## config.mk

```make
export PLATFORM = sky130hd
export DESIGN_NAME = float_to_int
export DESIGN_NICKNAME = d
export VERILOG_FILES = /design/src/rtl/fpu_pkg.sv /design/src/rtl/f2i_shift.sv /design/src/rtl/float_to_int.sv
export SDC_FILE = /design/constraint.sdc
export NUM_CORES = 1
export LEC_CHECK = 0
export CAP_MARGIN = 10
export CORE_ASPECT_RATIO = 2
export CORE_MARGIN = 3
export CORE_UTILIZATION = 55
export CTS_CLUSTER_DIAMETER = 120
export CTS_CLUSTER_SIZE = 14
export DETAILED_ROUTE_END_ITERATION = 6
export GPL_ROUTABILITY_DRIVEN = 0
export HOLD_SLACK_MARGIN = 0.15
export PLACE_DENSITY = 0.74
export SETUP_SLACK_MARGIN = 0.05
export SYNTH_ARGS = -nofsm -noshare
export SYNTH_HDL_FRONTEND = slang
export SYNTH_SLANG_ARGS = --single-unit
```

## constraint.sdc

```tcl
create_clock -name clk -period 5.5 [get_ports clk]
set_input_delay 0.55 -clock clk [delete_from_list [all_inputs] [get_ports clk]]
set_output_delay 0.55 -clock clk [all_outputs]
set_load 0.05 [all_outputs]
```

## src/rtl/fpu_pkg.sv

```systemverilog
// Shared FPU definitions: IEEE-754 single field layout, bias, and the
// integer saturation constants used by float_to_int and int_to_float.
package fpu_pkg;

  localparam int FP_BIAS  = 127;
  localparam int EXP_MAX  = 255;
  localparam int SIGN_BIT = 31;
  localparam int EXP_MSB  = 30;
  localparam int EXP_LSB  = 23;
  localparam int FRAC_MSB = 22;
  localparam int EXP_W    = 10;

  localparam logic [31:0] INT_NAN     = 32'h8000_0000;
  localparam logic [31:0] INT_POS_SAT = 32'h7FFF_FFFF;
  localparam logic [31:0] INT_NEG_SAT = 32'h8000_0000;

  typedef enum logic [2:0] {
    F2I_GET_A,
    F2I_UNPACK,
    F2I_CONVERT,
    F2I_SIGN,
    F2I_PUT_Z
  } f2i_state_t;

endpackage

```

## src/rtl/f2i_shift.sv

```systemverilog
// Aligns the 24-bit significand to an integer magnitude using the unbiased
// exponent; bits shifted out on the right are dropped (truncation toward zero).
module f2i_shift
  import fpu_pkg::*;
(
  input  logic        [FRAC_MSB+1:0] m,
  input  logic signed [EXP_W-1:0]    e_unb,
  output logic        [31:0]         mag,
  output logic                       ovf
);

  logic [31:0] m_ext;

  assign m_ext = {{(31-FRAC_MSB-1){1'b0}}, m};

  always_comb begin
    mag = '0;
    ovf = 1'b0;
    if (e_unb < 10'sd0) begin
      mag = '0;
    end else if (e_unb > 10'sd30) begin
      // Magnitude of 2^31 or more cannot be represented, even -2^31 saturates.
      ovf = 1'b1;
    end else if (e_unb >= 10'sd23) begin
      mag = m_ext << (e_unb[4:0] - 5'd23);
    end else begin
      mag = m_ext >> (5'd23 - e_unb[4:0]);
    end
  end

endmodule

```

## src/rtl/float_to_int.sv

```systemverilog
// IEEE-754 single to 32-bit signed integer (truncate toward zero), one
// conversion in flight, stb/ack handshakes on both sides.
module float_to_int
  import fpu_pkg::*;
#(
  parameter logic [31:0] NAN_VALUE = INT_NAN,
  parameter logic [31:0] POS_SAT   = INT_POS_SAT,
  parameter logic [31:0] NEG_SAT   = INT_NEG_SAT
) (
  input  logic        clk,
  input  logic        rst,
  input  logic [31:0] input_a,
  input  logic        input_a_stb,
  output logic        input_a_ack,
  output logic [31:0] output_z,
  output logic        output_z_stb,
  input  logic        output_z_ack
);

  f2i_state_t state, state_nxt;

  logic [31:0]             a;
  logic                    s;
  logic [FRAC_MSB+1:0]     m;
  logic signed [EXP_W-1:0] e_unb;
  logic                    is_nan, is_inf;
  logic [31:0]             mag;
  logic                    special;
  logic [31:0]             special_val;
  logic [31:0]             shift_mag;
  logic                    shift_ovf;
  logic [EXP_MSB-EXP_LSB:0] a_exp;

  assign a_exp = a[EXP_MSB:EXP_LSB];

  f2i_shift u_shift (
    .m     (m),
    .e_unb (e_unb),
    .mag   (shift_mag),
    .ovf   (shift_ovf)
  );

  always_comb begin
    state_nxt = state;
    case (state)
      F2I_GET_A:   if (input_a_stb && input_a_ack) state_nxt = F2I_UNPACK;
      F2I_UNPACK:  state_nxt = F2I_CONVERT;
      F2I_CONVERT: state_nxt = F2I_SIGN;
      F2I_SIGN:    state_nxt = F2I_PUT_Z;
      F2I_PUT_Z:   if (output_z_stb && output_z_ack) state_nxt = F2I_GET_A;
      default:     state_nxt = F2I_GET_A;
    endcase
  end

  // Handshake outputs are registered from the next state so they are glitch
  // free and ack stays low for the whole reset cycle.
  always_ff @(posedge clk) begin
    if (rst) begin
      state        <= F2I_GET_A;
      input_a_ack  <= 1'b0;
      output_z_stb <= 1'b0;
      output_z     <= '0;
      a            <= '0;
      s            <= 1'b0;
      m            <= '0;
      e_unb        <= '0;
      is_nan       <= 1'b0;
      is_inf       <= 1'b0;
      mag          <= '0;
      special      <= 1'b0;
      special_val  <= '0;
    end else begin
      state        <= state_nxt;
      input_a_ack  <= (state_nxt == F2I_GET_A);
      output_z_stb <= (state_nxt == F2I_PUT_Z);
      case (state)
        F2I_GET_A: begin
          if (input_a_stb && input_a_ack) a <= input_a;
        end
        F2I_UNPACK: begin
          s      <= a[SIGN_BIT];
          m      <= {1'b1, a[FRAC_MSB:0]};
          e_unb  <= $signed({2'b00, a_exp}) - 10'sd127;
          is_nan <= (a_exp == 8'(EXP_MAX)) && (a[FRAC_MSB:0] != '0);
          is_inf <= (a_exp == 8'(EXP_MAX)) && (a[FRAC_MSB:0] == '0);
        end
        F2I_CONVERT: begin
          mag         <= shift_mag;
          special     <= 1'b0;
          special_val <= '0;
          if (is_nan) begin
            special     <= 1'b1;
            special_val <= NAN_VALUE;
          end else if (is_inf || shift_ovf) begin
            special     <= 1'b1;
            special_val <= s ? NEG_SAT : POS_SAT;
          end
        end
        F2I_SIGN: begin
          output_z <= special ? special_val : (s ? -mag : mag);
        end
        default: ;
      endcase
    end
  end

endmodule
```

==> impl_results.md <==
* Initial antenna violation count at 0
* Total CTS buffers at 17
* Tmin final at 3.376 ns
* I/O pins at 70
* Final Net Count at 1132
* Final Cell Area at 10240 um2
* Multi-input logic area at between 5000 and 6000 um2
* WHS Path Cells at 2
* Dpl ws at 2.166 ns
* Power after layout at roughly 2900 uW
* Die W at 96.30 um
* Area of the die at between 15000 and 20000 um2
* Most frequent cells in the layout: nand2_1 (195), dfxtp_1 (138), a21oi_1 (113), clkdlybuf4s50_1 (68), nor2_1 (61)
* Post-DP HPWL at just over 20 mm
* DR WL/cell at between 20 and 25 um
* Initial Utilization at 0.5655
* Ys async rst share at 0
* I/O Buffers at 69
* Setup slack after layout at 2.124 ns
* Synth Warn # at 0
* CTS clk-pin slew, worst paths at 0.07 ns
* Critical path launch point type: register
* Post-synthesis sequential area ratio at 0.3125
* Worst-case hold path end point: output_z[6]$_SDFFE_PP0N_
* Fin crit share at 0.6138
* Slew margin rel. at 0.3110
* Max Clock Skew at about 0.011 ns
* Final hold violation count at 0
* Worst-Margin Slew at 1.033 ns
* Max Slew Vio Count at 0
* Worst r2r dst: mag[23]$_SDFFE_PP0N_
* Worst EP required at roughly 5.8 ns
* PD cells at between 200 and 300 nW/um2
* Post-route ant nets at 0
* Finish-stage setup viols at 0
* Fmax at 0.2962 GHz
* Clock Latency Late Sink at 0.43 ns
* Post-synth EDFFs at 0
* Met3 usage at 0.07342
* Slowest cell on crit path: ha_2
* Max incr delay on CP at 1.00 ns
* WL final at 27.97 mm
* Leading area contributor after synthesis: dfxtp_1
* Synth cell types at 77
* CP Class: reg2reg
* Worst reg2reg startpoint: e_unb[0]$_SDFFE_PP0N_
* #FFs+latches synth at 140
* Gr usage total at 0.3223
* Vias in the first global route at 8184
* Top_reg_cell synth: dfxtp_1
* First-pass GRT wire length at 44.22 mm
* Layout area overhead at 14.23%
* Post-CTS Setup Inserts at 0
* Core footprint at ~16000 um2
* CTS resizes at 0
* Die height at 186.6 um
* Leak Pwr at approximately 0.0036 uW
* Hold Path Class: reg2reg
* CTS tree: built
* Sink Count at between 100 and 150
* Max cap viols at 0
* DR DRC count at 0
* Count of hold-fix buffers inserted at cts at 0
* FP Rows at 65
* Setup TNS at 0 ns
* Ranking of synthesized cells by area: dfxtp_1 (31%), mux4_2 (9.5%), nand2_1 (8.2%), a21oi_1 (6.3%), mux2i_1 (5.9%)
* Crit path cell chain: inv_2 -> ha_2 -> mux2_2 -> mux4_2 -> a2111oi_0 -> o21ai_1
* GR Overflow Total at 0
* Critical-path maximum fanout at 48
* Syn_area_per_cell at slightly above 8 um2
* Largest net degree at the start of global routing at 87
* Drt via density at 6.618
* Status: complete, no violations
* GR met2 Demand/Resource at 0.5364
* Post-Synthesis Cells at around 1.1k
* Syn Std Cell Area at 8969 um2
* Post-DP Area at about 9600 um2
* Critical path data arrival time at 3.69 ns
* CTS H-tree depth at 4
* Register area at ~2800 um2
* Antenna cell count at 0
* GR peak layer: met2
* HP Start: output_z[6]$_SDFFE_PP0N_
* Crit end category: register
* DRT iter0 DRCs at 779
* # fillers at about 1.4k
* Initial DRT Pass Iterations at 5
* Worst reg2reg path depth at 6
* GR met1 Demand/Resource at 0.3320
* Vias at ~8.6k
* Layout cells sized above 1 at 0.1222
* Root buffer cell: clkbuf_16
* Most common cell after layout, fill and taps aside: nand2_1
* RSZ-0062 raised after global routing: false
* Synth top area share at 0.3125
* R2r setup slk at 2.12 ns
* Syn nets at around 1.1k
* Max rail drop VDD at about 300 uV
* Clk buf depth at 2
[final cells by class]
type | count | area share
multi-input cells | 839 | 0.5605
well taps | 201 | 0.02455
clock buffers | 18 | 0.04287
repair buffers | 84 | 0.07890
clock inverters | 14 | 0.01575
flip-flops and latches | 140 | 0.2738
inverters | 10 | 0.003664
[kinds of logic (layout without fill, tap and decap cells)]
kind of cell	Yosys count	after routing	share of synthesized area
and+or+nand+nor	378	378	0.1921
buffers and inverters	108	126	0.04841
AOI/OAI and AO/OA	304	304	0.2171
DFF	140	140	0.3125
muxes	121	121	0.1922
xor gates and xnor gates	32	32	0.03209
adders and majority gates	4	4	0.005581
[power by group]
| group | internal, uW | total, uW | leakage (uW) | switching, uW |
|---|---|---|---|---|
| clock network | 688 | 1170 | 0.000271 | 486 |
| registers | 1050 | 1110 | 0.00113 | 57.5 |
| logic | 213 | 579 | 0.00216 | 366 |
[critical path: cells and delay by family (launching register included)]
family,cells,cell delay [ns]
AOI/OAI and AO/OA,2,0.49
adders and majority gates,1,1.00
buffers and inverters,1,0.46
DFF,1,0.32
muxes,2,0.95
[worst max-delay path by stage]
stage	from	end	slack, ns	cells after the start
3_3_place_gp	e_unb[0]$_SDFFE_PP0N_	mag[23]$_SDFFE_PP0N_	2.20	6
6_report	e_unb[0]$_SDFFE_PP0N_	mag[23]$_SDFFE_PP0N_	2.12	6
4_1_cts	e_unb[0]$_SDFFE_PP0N_	mag[23]$_SDFFE_PP0N_	2.16	6
2_1_floorplan	e_unb[0]$_SDFFE_PP0N_	mag[23]$_SDFFE_PP0N_	2.30	10
5_1_grt	e_unb[0]$_SDFFE_PP0N_	mag[23]$_SDFFE_PP0N_	1.88	6
3_5_place_dp	e_unb[0]$_SDFFE_PP0N_	mag[23]$_SDFFE_PP0N_	2.17	6
[through the flow]
step	hold WS, ns	utilization	std cells
final	0.4436	0.6460	1306
after global routing	0.4681	0.6460	1306
after global placement	0.4300	0.6072	1273
after CTS	0.4472	0.6450	1305
after floorplan	0.4322	-	1087
after detailed placement	0.4369	0.6072	1273
[registers in the layout, summed over array words and instances, names as in the netlist, 2 cells and up]
| register | cells |
|---|---|
| output_z | 32 |
| a | 32 |
| special_val | 2 |
| m | 24 |
| state | 3 |
| mag | 32 |
| e_unb | 9 |
[metal layers]
layer,up-vias,part of all wire
met5,-,0
met4,0,0.094
met3,165,0.059
met2,419,0.52
met1,4025,0.33
li1,4034,-
[cell usage after synthesis, types with 21 or more instances]
cell,number
a21oi_1,113
clkbuf_1,64
dfxtp_1,140
mux2_2,30
mux2i_1,53
mux4_2,38
nand2_1,195
nand3_1,23
nor2_1,62
nor3_1,26
o21ai_0,53
xor2_1,21
(Power assumes the default switching activity.)
